### src/rtl/d_inst_buffer_pkg.sv
// d_inst_buffer_pkg: shared types, defaults and helpers for the decode-stage instruction buffer.
package d_inst_buffer_pkg;
    localparam int IB_DEPTH_DEFAULT = 8;
    localparam int IB_PRED_W = 32;

    typedef struct packed {
        logic [31:0]          pc;
        logic [31:0]          inst;
        logic [IB_PRED_W-1:0] pred;
    } ib_entry_t;

    function automatic logic [1:0] popcount2(input logic [1:0] m);
        return {1'b0, m[0]} + {1'b0, m[1]};
    endfunction
endpackage

### src/rtl/d_inst_buffer.sv
// d_inst_buffer: compacts 2-wide fetch packets into a per-instruction circular queue and
// presents the oldest 0/1/2 instructions to the dual-lane decoder as a left-aligned packet.
module d_inst_buffer
    import d_inst_buffer_pkg::*;
#(
    parameter int DEPTH  = IB_DEPTH_DEFAULT,
    parameter int PRED_W = IB_PRED_W
) (
    input  logic                       clk,
    input  logic                       rst,
    input  logic                       flush_i,
    input  logic                       f_valid_i,
    output logic                       f_ready_o,
    input  logic [1:0]                 f_mask_i,
    input  logic [31:0]                f_pc_i,
    input  logic [1:0][31:0]           f_insts_i,
    input  logic [1:0][PRED_W-1:0]     f_pred_i,
    output logic                       d_valid_o,
    input  logic                       d_ready_i,
    output logic [1:0]                 d_mask_o,
    output logic [1:0][31:0]           d_pc_o,
    output logic [1:0][31:0]           d_insts_o,
    output logic [1:0][PRED_W-1:0]     d_pred_o,
    output logic [$clog2(DEPTH):0]     occupancy_o
);
    localparam int AW = $clog2(DEPTH);

    logic [AW-1:0]     head, tail, head1, tail1;
    logic [AW:0]       count;
    logic [1:0]        n_in, n_out;
    logic              enq, deq;
    logic [31:0]       w0_pc, w0_inst;
    logic [PRED_W-1:0] w0_pred;

    logic [31:0]       pc_q   [DEPTH];
    logic [31:0]       inst_q [DEPTH];
    logic [PRED_W-1:0] pred_q [DEPTH];

    assign head1       = head + 1'b1;
    assign tail1       = tail + 1'b1;
    assign occupancy_o = count;
    assign f_ready_o   = count <= (AW+1)'(DEPTH - 2);
    assign d_valid_o   = count != '0;
    assign d_mask_o    = count >= (AW+1)'(2) ? 2'b11 : count == (AW+1)'(1) ? 2'b01 : 2'b00;
    assign enq         = f_valid_i & f_ready_o & ~flush_i;
    assign deq         = d_valid_o & d_ready_i & ~flush_i;
    assign n_in        = enq ? popcount2(f_mask_i) : 2'd0;
    assign n_out       = deq ? popcount2(d_mask_o) : 2'd0;

    // A lone lane1 instruction is compacted down into the tail slot with its own PC.
    assign w0_pc   = f_mask_i[0] ? f_pc_i : f_pc_i | 32'h4;
    assign w0_inst = f_mask_i[0] ? f_insts_i[0] : f_insts_i[1];
    assign w0_pred = f_mask_i[0] ? f_pred_i[0] : f_pred_i[1];

    always_comb begin
        d_pc_o[0]    = pc_q[head];
        d_pc_o[1]    = pc_q[head1];
        d_insts_o[0] = inst_q[head];
        d_insts_o[1] = inst_q[head1];
        d_pred_o[0]  = pred_q[head];
        d_pred_o[1]  = pred_q[head1];
    end

    always_ff @(posedge clk) begin
        if (n_in != 2'd0) begin
            pc_q[tail]   <= w0_pc;
            inst_q[tail] <= w0_inst;
            pred_q[tail] <= w0_pred;
        end
        if (n_in == 2'd2) begin
            pc_q[tail1]   <= f_pc_i | 32'h4;
            inst_q[tail1] <= f_insts_i[1];
            pred_q[tail1] <= f_pred_i[1];
        end
    end

    always_ff @(posedge clk or posedge rst) begin
        if (rst) begin
            head  <= '0;
            tail  <= '0;
            count <= '0;
        end else if (flush_i) begin
            head  <= '0;
            tail  <= '0;
            count <= '0;
        end else begin
            head  <= head + AW'(n_out);
            tail  <= tail + AW'(n_in);
            count <= count + (AW+1)'(n_in) - (AW+1)'(n_out);
        end
    end
endmodule

### config.mk
export PLATFORM = sky130hd
export DESIGN_NAME = d_inst_buffer
export DESIGN_NICKNAME = d
export VERILOG_FILES = /design/src/rtl/d_inst_buffer_pkg.sv /design/src/rtl/d_inst_buffer.sv
export SDC_FILE = /design/constraint.sdc
export NUM_CORES = 2
export LEC_CHECK = 0
export CORE_AREA = 8 8 342 344
export CTS_CLUSTER_DIAMETER = 200
export CTS_CLUSTER_SIZE = 40
export DETAILED_ROUTE_END_ITERATION = 16
export DIE_AREA = 0 0 350 352
export PLACE_DENSITY = 0.69
export SETUP_SLACK_MARGIN = 0.4
export SYNTH_ARGS = -nofsm -noshare
export SYNTH_HDL_FRONTEND = slang
export SYNTH_SLANG_ARGS = --single-unit
### constraint.sdc
create_clock -name clk -period 4.55 [get_ports clk]
set_input_delay 0.91 -clock clk [delete_from_list [all_inputs] [get_ports clk]]
set_output_delay 0.91 -clock clk [all_outputs]
set_load 0.005 [all_outputs]
==> reports/results.txt <==
synthesized area - 0.0443 mm²
grt total ovfl - 0
Max Root-Sink Buffers - 3
async set-reset flop share out of synthesis - 1.29%
relative slew slack - 27.5%
Worst EP arrival - 3240 ps
DRT Pass-1 Iters - 5
f_max - 241 MHz
share of layout cells above drive strength 1 - 46.6%
Cell variety after synth - 44
first-pass GRT wire length - 187,000 µm
synth warn - 0
Detail Route Antenna Nets - 0
status - complete, no violations
RSZ-0062 raised after global routing - yes
Setup violations, final - 0
WP data required - 3640 ps
post-layout util - 46.4%
DR vias - 25,798
Peak VDD IR - 0.235 mV
Worst setup EP type - primary output
Main synth FF type - edfxtp_1
Final min period - 4150 ps
Final Hold Fails - 0
clock transition at the registers of the reported paths - 160 ps
I/O Pins - 367
placed cell count - 4,234
final net count - 2,990
Max Transition Viols Final - 0
critical path class - reg2out
vias in the first global route - 27,386
1st-iter DRT viols - 2,570
syn_nets - 2,686
Slew @ Worst Pin - 1090 ps
Cell Count, Final, Fillers Out - 4,334
Die H - 352 µm
Static Leak - 16.8 nW
initial antenna violation count - 16
Worst-Skew Late Latency - 640 ps
crit path max fanout - 8
post-synthesis average cell area - 17.7 µm²
CTS tree - built
Cells after Synth - 2,504
total power - 15.8 mW
Die W - 350 µm
Min-Delay Path Class - reg2reg
# DRC - 0
# fillers - 9,402
Layout area overhead - 16.8%
gpl congestion - 0.810
largest net degree at the start of global routing - 98
PwrDens - 305 mW/mm²
Via density - 5.95
num rows - 123
CTS root buffer - clkbuf_16
cts bufs inserted - 23
wirelength, routed - 130,000 µm
wire length per cell - 30.1 µm
FF+latch count, synth - 778
Multi-input gate area - 0.0203 mm²
core area - 0.112 mm²
Max-Cap Viols - 0
Clock Skews - 38.5 ps
clk sinks - 778
initial core utilization - 39.7%
GRT Util Overall - 20.2%
I/O Buffers - 366
setup TNS - 0 ps
H-tree lvl count - 1
register area - 0.0232 mm²
Die Area - 0.123 mm²
EDFF count, synth - 760
Final period util - 91.3%
CP Launch Type - register
Seq/Total Area, Yosys - 52.4%
dpl hpwl - 75,600 µm
[cells in the final DEF, fill, tap and decap left out, types with 7 or more instances in the layout]
cell,synthesis,layout
and2_1,250,250
buf_12,0,38
buf_16,0,24
buf_4,5,42
clkbuf_1,101,17
clkbuf_16,0,27
clkdlybuf4s50_1,0,326
dfrtp_1,10,7
dfxtp_1,8,8
diode_2,0,10
dlygate4sd2_1,0,19
dlymetal6s2s_1,0,18
edfxtp_1,760,760
ha_1,11,10
inv_1,12,12
mux2_2,670,664
mux2_4,98,104
mux4_2,384,384
nand2_1,8,8
nor2_1,13,8
nor2b_1,9,9
nor4_1,8,8
[layout make-up]
class	instances	share of cell area, %
clock inverters	1	0.0580
flip-flops and latches	778	44.9
inverters	12	0.0870
well taps	1500	3.63
repair buffers	479	10.9
diodes	10	0.0483
multi-input cells	1514	39.1
clock buffers	40	1.24
[critical path, stage by stage (launching register included)]
cell and delay, ps:
dfrtp_4 590, ha_4 330, buf_12 110, buf_12 140, buf_16 150, mux4_2 510
mux2_4 320, clkdlybuf4s50_1 460
[synth_stat cells (2+ instances only)]
library cell,number,share of area (%)
clkbuf_1,101,0.86
a31oi_1,2,0.028
dfxtp_1,8,0.36
and2_1,250,3.5
nor2_1,13,0.11
o21ai_0,3,0.034
a21oi_1,5,0.056
buf_1,22,0.19
nor2b_1,9,0.13
nand2b_1,4,0.056
nor4_1,8,0.11
dfrtp_1,10,0.56
mux2_4,98,3.3
mux2_2,670,17
and3_1,2,0.028
buf_2,59,0.67
a32oi_1,4,0.079
mux2i_1,6,0.14
buf_4,5,0.085
nand3_1,8,0.090
mux4_2,384,20
inv_1,12,0.10
fa_1,4,0.18
edfxtp_1,760,52
o21bai_1,2,0.034
xnor2_1,4,0.079
ha_1,11,0.31
nand4_1,2,0.028
xor2_1,3,0.059
buf_6,13,0.33
nand2_1,8,0.068
or2_1,2,0.028
[sequential cells by signal (all words and copies together) (netlist names)]
name	cells
tail	3
head	3
occupancy_o	4
inst_q	256
pred_q	256
pc_q	256
[per-layer routing]
metal | share of wire [%] | wire, µm | global-route usage [%] | vias to the layer above
met5 | 0.053 | 69 | 0 | -
met4 | 2.6 | 3350 | 4.73 | 10
met3 | 6.8 | 8890 | 3.52 | 151
met2 | 51 | 66800 | 36.0 | 978
met1 | 39 | 51300 | 25.6 | 13845
li1 | - | - | - | 10814
[timing repair]
action                     in CTS  in global routing
setup endpoints to repair     145                107
hold buffers                    0                  0
gates resized for setup        45                 34
cloned                         18                  5
buffers inserted               18                  8
pin swaps                       1                  0
[power by group]
group | switching [mW] | internal [mW]
combinational | 1.97 | 2.55
clock | 2.15 | 0.991
sequential | 0.0911 | 8.02
[per-stage QoR]
step	area (µm²)	hold WS, ps	setup slack [ps]
after floorplan	44300	452	772
after global placement	50000	484	657
after detailed placement	50000	493	579
after CTS	51500	536	279
after global routing	51700	571	290
final	51800	547	396
[worst paths after layout]
check | start | endpoint | slack, ps | depth (start not counted)
min in group asynchronous | rst | occupancy_o[0] | 700 | 2
hold reg to reg | pc_q[4][2] | pc_q[4][2] | 550 | 2
setup / recovery | head[0] | d_insts_o[47] | 400 | 7
setup reg to reg | occupancy_o[3] | pred_q[6][15] | 1270 | 7
hold / removal | pc_q[4][2] | pc_q[4][2] | 550 | 2
max in group asynchronous | rst | head[0] | 3450 | 2
[logic make-up after synthesis]
group | synth area share [%]
flops | 52.4
fa+ha+maj | 0.491
simple gates | 4.39
buf+inv | 2.23
mux | 40.0
xor+xnor | 0.138
compound gates | 0.313
Power figures use the tool's default switching activity.
